$ cat config.mk
export PLATFORM = sky130hd
export DESIGN_NAME = timeout_supervisor
export DESIGN_NICKNAME = d
export VERILOG_FILES = /design/src/rtl/timeout_supervisor.sv
export SDC_FILE = /design/constraint.sdc
export NUM_CORES = 1
export LEC_CHECK = 0
export BUFFER_PORTS_ARGS = -buffer_cell sky130_fd_sc_hd__buf_4
export CORE_UTILIZATION = 49
export CTS_BUF_LIST = sky130_fd_sc_hd__clkbuf_8
export CTS_CLUSTER_SIZE = 28
export DETAILED_ROUTE_END_ITERATION = 8
export PLACE_DENSITY = 0.73
export SLEW_MARGIN = 20
export SYNTH_ARGS = -nofsm -noshare
export SYNTH_HDL_FRONTEND = slang
export SYNTH_SLANG_ARGS = --single-unit
$ cat constraint.sdc
create_clock -name clk -period 1.3 [get_ports clk]
set_input_delay 0.26 -clock clk [delete_from_list [all_inputs] [get_ports clk]]
set_output_delay 0.26 -clock clk [all_outputs]
set_load 0.05 [all_outputs]
$ cat src/rtl/timeout_supervisor.sv
// timeout_supervisor: multi-channel maintenance/timeout supervisor.
// Each channel runs IDLE/MAINT/COUNT/ALARM with an internal tick-driven
// timeout counter. A kick re-arms the channel, a warning window precedes
// the alarm, and alarms are sticky until cleared per channel. The block
// reports an aggregated alarm flag and the lowest alarming channel index.
module timeout_supervisor #(
  parameter int CH       = 4,
  parameter int TW       = 8,
  parameter int TIMEOUT  = 200,
  parameter int PRE_WARN = 16
) (
  input  logic                                   clk,
  input  logic                                   rst,
  input  logic                                   tick,
  input  logic [CH-1:0]                          ch_en,
  input  logic [CH-1:0]                          kick,
  input  logic [CH-1:0]                          clr,
  output logic [CH-1:0]                          maint,
  output logic [CH-1:0]                          warn,
  output logic [CH-1:0]                          alarm,
  output logic                                   any_alarm,
  output logic [((CH > 1) ? $clog2(CH) : 1)-1:0] alarm_idx,
  output logic [2*CH-1:0]                        state_o
);

  localparam int IW = (CH > 1) ? $clog2(CH) : 1;

  localparam logic [TW-1:0] TO_LAST = TW'(TIMEOUT - 1);
  localparam logic [TW-1:0] TO_VAL  = TW'(TIMEOUT);
  localparam logic [TW-1:0] WARN_AT = TW'(TIMEOUT - PRE_WARN);

  typedef enum logic [1:0] {
    IDLE  = 2'b00,
    MAINT = 2'b01,
    COUNT = 2'b10,
    ALARM = 2'b11
  } state_t;

  state_t        state_q [CH];
  state_t        state_d [CH];
  logic [TW-1:0] cnt_q   [CH];
  logic [TW-1:0] cnt_d   [CH];

  // State and counter registers; reset forces every channel to IDLE, count 0.
  always_ff @(posedge clk or negedge rst) begin
    if (!rst) begin
      for (int unsigned i = 0; i < CH; i++) begin
        state_q[i] <= IDLE;
        cnt_q[i]   <= '0;
      end
    end else begin
      for (int unsigned i = 0; i < CH; i++) begin
        state_q[i] <= state_d[i];
        cnt_q[i]   <= cnt_d[i];
      end
    end
  end

  // Per-channel next-state and counter update.
  always_comb begin
    for (int unsigned i = 0; i < CH; i++) begin
      state_d[i] = state_q[i];
      cnt_d[i]   = cnt_q[i];
      unique case (state_q[i])
        IDLE: begin
          cnt_d[i] = '0;
          if (ch_en[i]) state_d[i] = kick[i] ? MAINT : COUNT;
        end
        MAINT: begin
          cnt_d[i]   = '0;
          state_d[i] = ch_en[i] ? COUNT : IDLE;
        end
        COUNT: begin
          // Kick outranks an expiring tick in the same cycle.
          if (!ch_en[i]) begin
            state_d[i] = IDLE;
            cnt_d[i]   = '0;
          end else if (kick[i]) begin
            state_d[i] = MAINT;
          end else if (tick && (cnt_q[i] == TO_LAST)) begin
            state_d[i] = ALARM;
            cnt_d[i]   = TO_VAL;
          end else if (tick) begin
            cnt_d[i] = cnt_q[i] + TW'(1);
          end
        end
        ALARM: begin
          cnt_d[i] = TO_VAL;
          if (clr[i]) begin
            state_d[i] = IDLE;
            cnt_d[i]   = '0;
          end
        end
        default: begin
          state_d[i] = IDLE;
          cnt_d[i]   = '0;
        end
      endcase
    end
  end

  // Output decode from registered state and count only.
  always_comb begin
    maint   = '0;
    warn    = '0;
    alarm   = '0;
    state_o = '0;
    for (int unsigned i = 0; i < CH; i++) begin
      maint[i]          = (state_q[i] == MAINT);
      alarm[i]          = (state_q[i] == ALARM);
      warn[i]           = (state_q[i] == COUNT) && (cnt_q[i] >= WARN_AT);
      state_o[2*i +: 2] = state_q[i];
    end
  end

  // Lowest-index alarming channel; zero when none is in ALARM.
  always_comb begin
    logic found;
    found     = 1'b0;
    alarm_idx = '0;
    for (int unsigned i = 0; i < CH; i++) begin
      if (!found && (state_q[i] == ALARM)) begin
        alarm_idx = IW'(i);
        found     = 1'b1;
      end
    end
  end

  assign any_alarm = |alarm;

endmodule

# Word-level counts from Yosys, hierarchy flattened
# Cells that the tools add are included.
[totals]
register_bits = 40
in_bits = 15
output_inout_bits = 23
word_cells = 145
[op_classes]
n_addsub = 4
magnitude_cmp = 4
n_eq_ne = 36
muxes = 62
n_reduce_logical = 31
[op_table]
columns = ["op", "count"]
rows = [
  ["2-to-1 mux 8 bit", 20],
  ["case mux 8 bit (3 select lines)", 4],
  ["2-to-1 mux 2 bit", 30],
  ["adder 8 x 1 -> 8 bit, second input constant", 4],
  ["== test 8 bit, second input constant", 4],
  ["greater-or-equal comparator 8 bit, second input constant", 4],
  ["!= test 4 bit, second input constant", 8],
  ["case mux 2 bit (4 select lines)", 4],
  ["== test 2 bit, second input constant", 8],
  ["!= test 2 bit, second input constant", 8],
  ["!= test 3 bit, second input constant", 4],
  ["AND reduction 3 bit", 4],
  ["logical AND 1 bit", 11],
  ["== test 2 x 1 -> 1 bit, second input constant", 4],
  ["logical NOT 2 bit", 4],
  ["AND reduction 2 bit", 4],
  ["OR reduction 2 bit", 4],
  ["2-to-1 mux 1 bit", 4],
  ["OR reduction 4 bit", 1],
  ["logical NOT 1 bit", 3],
]

# Depth between registers and ports, before layout
[logic_depth]
ltp_word = 11
ltp_mapped = 6
depth_no_buf = 5

# Worst setup path after synthesis
# Ideal clock, no wire load.
[synth_timing]
kind = "register to output"
startpoint = "register state_q, in the netlist state_o[1]"
endpoint = "output alarm_idx[1] (netlist name)"
arrival_ps = 2300
t_required_ps = 1040
setup_slack_ps = -1260
path_stages_with_launch = 4
n_path_buf = 0
path_cell_list = "dfrtp_1 > inv_1 > nor2_1 > a211oi_1"
[synth_via]
elab_chain_cells = 11
elab_cells_between_ends = 12
cone_classes = "eq/ne (1); mux (5); reduce/logical (6)"
[synth_rtl]
columns = ["element", "line_no", "source"]
rows = [
  ["start, declared", "39", "state_t state_q [CH];"],
  ["start signal, assigned by index", "53", "state_q[i] <= state_d[i];"],
  ["== test 2 bit *", "-", ""],
  ["via alarm[0]", "20", "output logic [CH-1:0] alarm,"],
  ["2-to-1 mux 1 bit *", "122", "if (!found && (state_q[i] == ALARM)) begin"],
  ["logical NOT 1 bit", "122", ""],
  ["logical AND 1 bit", "122", ""],
  ["2-to-1 mux 1 bit *", "122", ""],
  ["logical NOT 1 bit", "122", ""],
  ["logical AND 1 bit", "122", ""],
  ["2-to-1 mux 1 bit", "122", ""],
  ["logical NOT 1 bit", "122", ""],
  ["logical AND 1 bit", "122", ""],
  ["2-to-1 mux 2 bit *", "122", ""],
  ["end, declared", "22", "output logic [((CH > 1) ? $clog2(CH) : 1)-1:0] alarm_idx,"],
]
# Mark *: on every way through the listed nets, which the timed path passes. The rest lies on a longest branch.

# Final worst setup path
[layout_timing]
startpoint = "register state_q, in the netlist state_o[7]"
endpoint = "output any_alarm"
[layout_via]
elab_chain_cells = 2
[layout_rtl]
columns = ["element", "line_no", "source"]
rows = [
  ["== test 2 bit", "110", "alarm[i] = (state_q[i] == ALARM);"],
  ["OR reduction 4 bit", "129", "assign any_alarm = |alarm;"],
  ["end, declared", "21", "output logic any_alarm,"],
]
# Every way passes these cells.

==> qor.txt <==
register bit count reported by yosys = 40
Diodes inserted = 0
register area share after synthesis = 39.78%
Syn Inst Count = 276
EDFF count, synth = 0
root buf cell = clkbuf_8
port bufs = 37
Final Cycle Share = 147.5%
sequential share of power = 37.2%
failing checks = negative setup slack
Reg2Reg Setup Slack = -0.31 ns
CTS tree = done
DP Worst Slack = -0.2658 ns
CTS Buf Count = 5
Core Box Area = 4817 µm²
Mapped Area = 2516 µm²
max_slew headroom = 63.10%
wire length per cell = 24.29 µm
CTS Sinks = 40
combinational power share = 32.8%
Leak Pwr = 2.028 nW
compound-gate portion of the synthesized area = 16.91%
RSZ-0062 raised after global routing = true
Peak VDD IR = 0.7100 mV
actual slew at the worst max-slew pin = 0.5535 ns
Placed Instances = 433
Clock power frac = 30.0%
initial DRC count = 419
max-cap violations = 0
Critical Path RT = 1.04 ns
Post-synth top flop = dfrtp_1
Adder-Cell Fraction of Synth Area = 3.978%
Fillers = 126
Max clock buf depth = 2
Synth Area in Simple Gates = 28.99%
GPL Wtd Cong = 0.9070
crit end category = primary output
share of layout cells above drive strength 1 = 58.63%
CP arrival = 1.66 ns
crit-path leading delay family = simple AND/OR/NAND/NOR gates
Remaining DRCs = 0
drt total wl = 11900 µm
Die ar. = 5426 µm²
met3 wire length = 1147 µm
gr ovfl total = 0
final std cells w/o fill = 490
clock skew = 0.01041 ns
synthesis-to-layout area growth = 81.85%
Reg clk slew, reported paths = 0.09 ns
Final Cell Area = 4576 µm²
number of distinct library cells after synthesis = 59
top layer in use = met4
post-synthesis xor/xnor area fraction = 5.221%
global-route wire length before repair = 13350 µm
Final ANT Viol Nets = 0
Tot GR Track Use = 32.61%
via count = 3174
setup slack after layout = -0.6175 ns
switch share = 33.42%
slowest cell on the critical path = or4_4
Pint = 2.381 mW
CP cell instances = nand2_4 -> clkinvlp_4 -> or4_4 -> buf_6
Synth warnings = 0
WS Path Type = register to primary output
routed wl met2 = 5792 µm
syn nets = 299
CP startpoint kind = register
vias in the first global route = 2808
combinational family with the most area after synthesis = simple AND/OR/NAND/NOR gates
Initial Util = 52.23%
Final nets = 445
multiplexer share of the synthesized area = 0.7956%
Clk Latency, worst-skew pair = 0.31 ns
Die X = 73.66 µm
Die Y = 73.66 µm
Hold Vio Cnt, Final = 0
first-pass iteration count of the detailed router = 5
Rows = 25
Avg Cell Area, Syn = 9.117 µm²
Vias per Instance = 6.478
met1 wire length = 4159 µm
Pwr per Cell Area = 781.4 nW/µm²
initial antenna violation count = 0
HPWL Detailed = 4806 µm
Worst path max stage delay = 0.56 ns
Sw Pwr = 1.195 mW
Period minus WS final = 1.918 ns
H-tree Lvls = 2
final setup fails = 54
max frequency = 521.5 MHz
DP Area = 3447 µm²
io pins = 38
Final Max Tran Viols = 0
CP bufs+invs = 2
fraction of registers with async set/reset = 100.0%
CP Max Fanout = 2
outcome = finished with violations
total power = 3.575 mW
largest net degree at the start of global routing = 41
HP Class = input pin to register
[cell families (layout without fill, tap and decap cells)]
kind of cell / after synthesis / in the layout
AOI/OAI and AO/OA: 60 / 60
xor gates and xnor gates: 15 / 15
adders and majority gates: 8 / 8
buffers and inverters: 23 / 170
DFF: 40 / 40
muxes: 2 / 2
and+or+nand+nor: 128 / 128
[synthesized netlist by cell type (2+ instances only)]
cell type  instances  area share (%)
o21ai_0           10             2.0
xor2_1            10             3.5
xnor2_1            5             1.7
o22ai_1            6             1.5
nor2_1            25             3.7
dfrtp_1           40              40
o21ai_1            5            0.99
nand2b_1           7             1.7
nand2_1           34             5.1
and3_1             7             1.7
nand4b_1           2            0.70
o221ai_1           2            0.70
nand3_1           13             2.6
nor2b_1            5             1.2
ha_1               8             4.0
o21a_1             3            0.90
a211oi_1           2            0.60
buf_6              2            0.90
nor4_1             2            0.50
mux2i_1            2            0.80
o2111ai_1          2            0.70
a21oi_1           13             2.6
nor3_1             3            0.60
nand4_2            2            0.99
nand3b_1           3            0.90
nand4_1            7             1.7
nand2b_4           2             1.1
o211a_1            2            0.80
o31ai_1            2            0.60
inv_1             17             2.5
o2111a_1           2            0.90
and2b_1            3            0.90
buf_2              2            0.40
[power by group through the flow]
stage	clock (mW)	sequential, mW	combinational [mW]
after global placement	0	1.34	0.711
after detailed placement	0	1.34	0.720
after CTS	1.03	1.32	0.930
final	1.07	1.33	1.17
after global routing	1.11	1.33	1.20
after floorplan	0	1.43	0.332
[through the flow]
stage	TNS, ns	hold slack (ns)	util [%]
floorplan	-2.185	-0.03559	-
global placement	-0.7450	0.2718	71.56
detailed placement	-1.150	0.2719	71.56
CTS	-6.215	0.1624	86.42
global route	-11.98	0.1728	94.99
finish	-10.80	0.1733	94.99
[metal layers]
layer,global-route usage [%],vias to the layer above
li1,-,1277
met2,58.82,287
met4,11.32,0
met1,38.97,1513
met5,0,-
met3,5.487,97
[worst paths after layout]
check	startpoint	end	depth (start not counted)
max	state_o[7]	any_alarm	4
min in group asynchronous	rst	cnt_q[20]	2
min	kick[1]	state_o[3]	2
max in group asynchronous	rst	cnt_q[3]	2
min reg2reg	cnt_q[12]	cnt_q[12]	2
max reg2reg	state_o[0]	cnt_q[31]	5
[repair_timing]
action	4_1_cts	5_1_grt
setup endpoints to repair	43	54
hold endpoints to repair	40	0
pin swaps	30	26
hold buffers	1	0
buffers inserted	26	32
gates resized for setup	103	61
cloned	0	0
[final cells by class]
| cell class | count | area, µm² | share of cell area (%) |
|---|---|---|---|
| Clock inverter | 3 | 38.79 | 0.8477 |
| Tap cell | 67 | 83.83 | 1.832 |
| Inverter | 17 | 82.58 | 1.805 |
| Clock buffer | 5 | 68.82 | 1.504 |
| Sequential cell | 40 | 1016 | 22.20 |
| Timing Repair Buffer | 145 | 1445 | 31.58 |
| Multi-Input combinational cell | 213 | 1841 | 40.22 |
[registers in the layout, indices dropped and copies added (netlist names)]
name     count
cnt_q       32
state_o      8
[placed cells by master, fill, tap and decap left out, types with 4 or more instances in the layout]
cell       n
nand4_1    7
nand2b_4   4
o21ai_1   10
and3_4     5
inv_1     10
buf_12     7
dfrtp_1   30
clkbuf_8   5
nand2_4    6
nand3_1   10
buf_8     14
xor2_1    10
buf_6     43
o22ai_2    4
nand2b_1   4
nand2_1   27
ha_1       4
nor2_4     5
a21oi_1    7
dfrtp_2    9
nor2_1    16
xnor2_1    5
buf_4     80
nor2_2     4
a21oi_2    5
(Power assumes the default switching activity.)
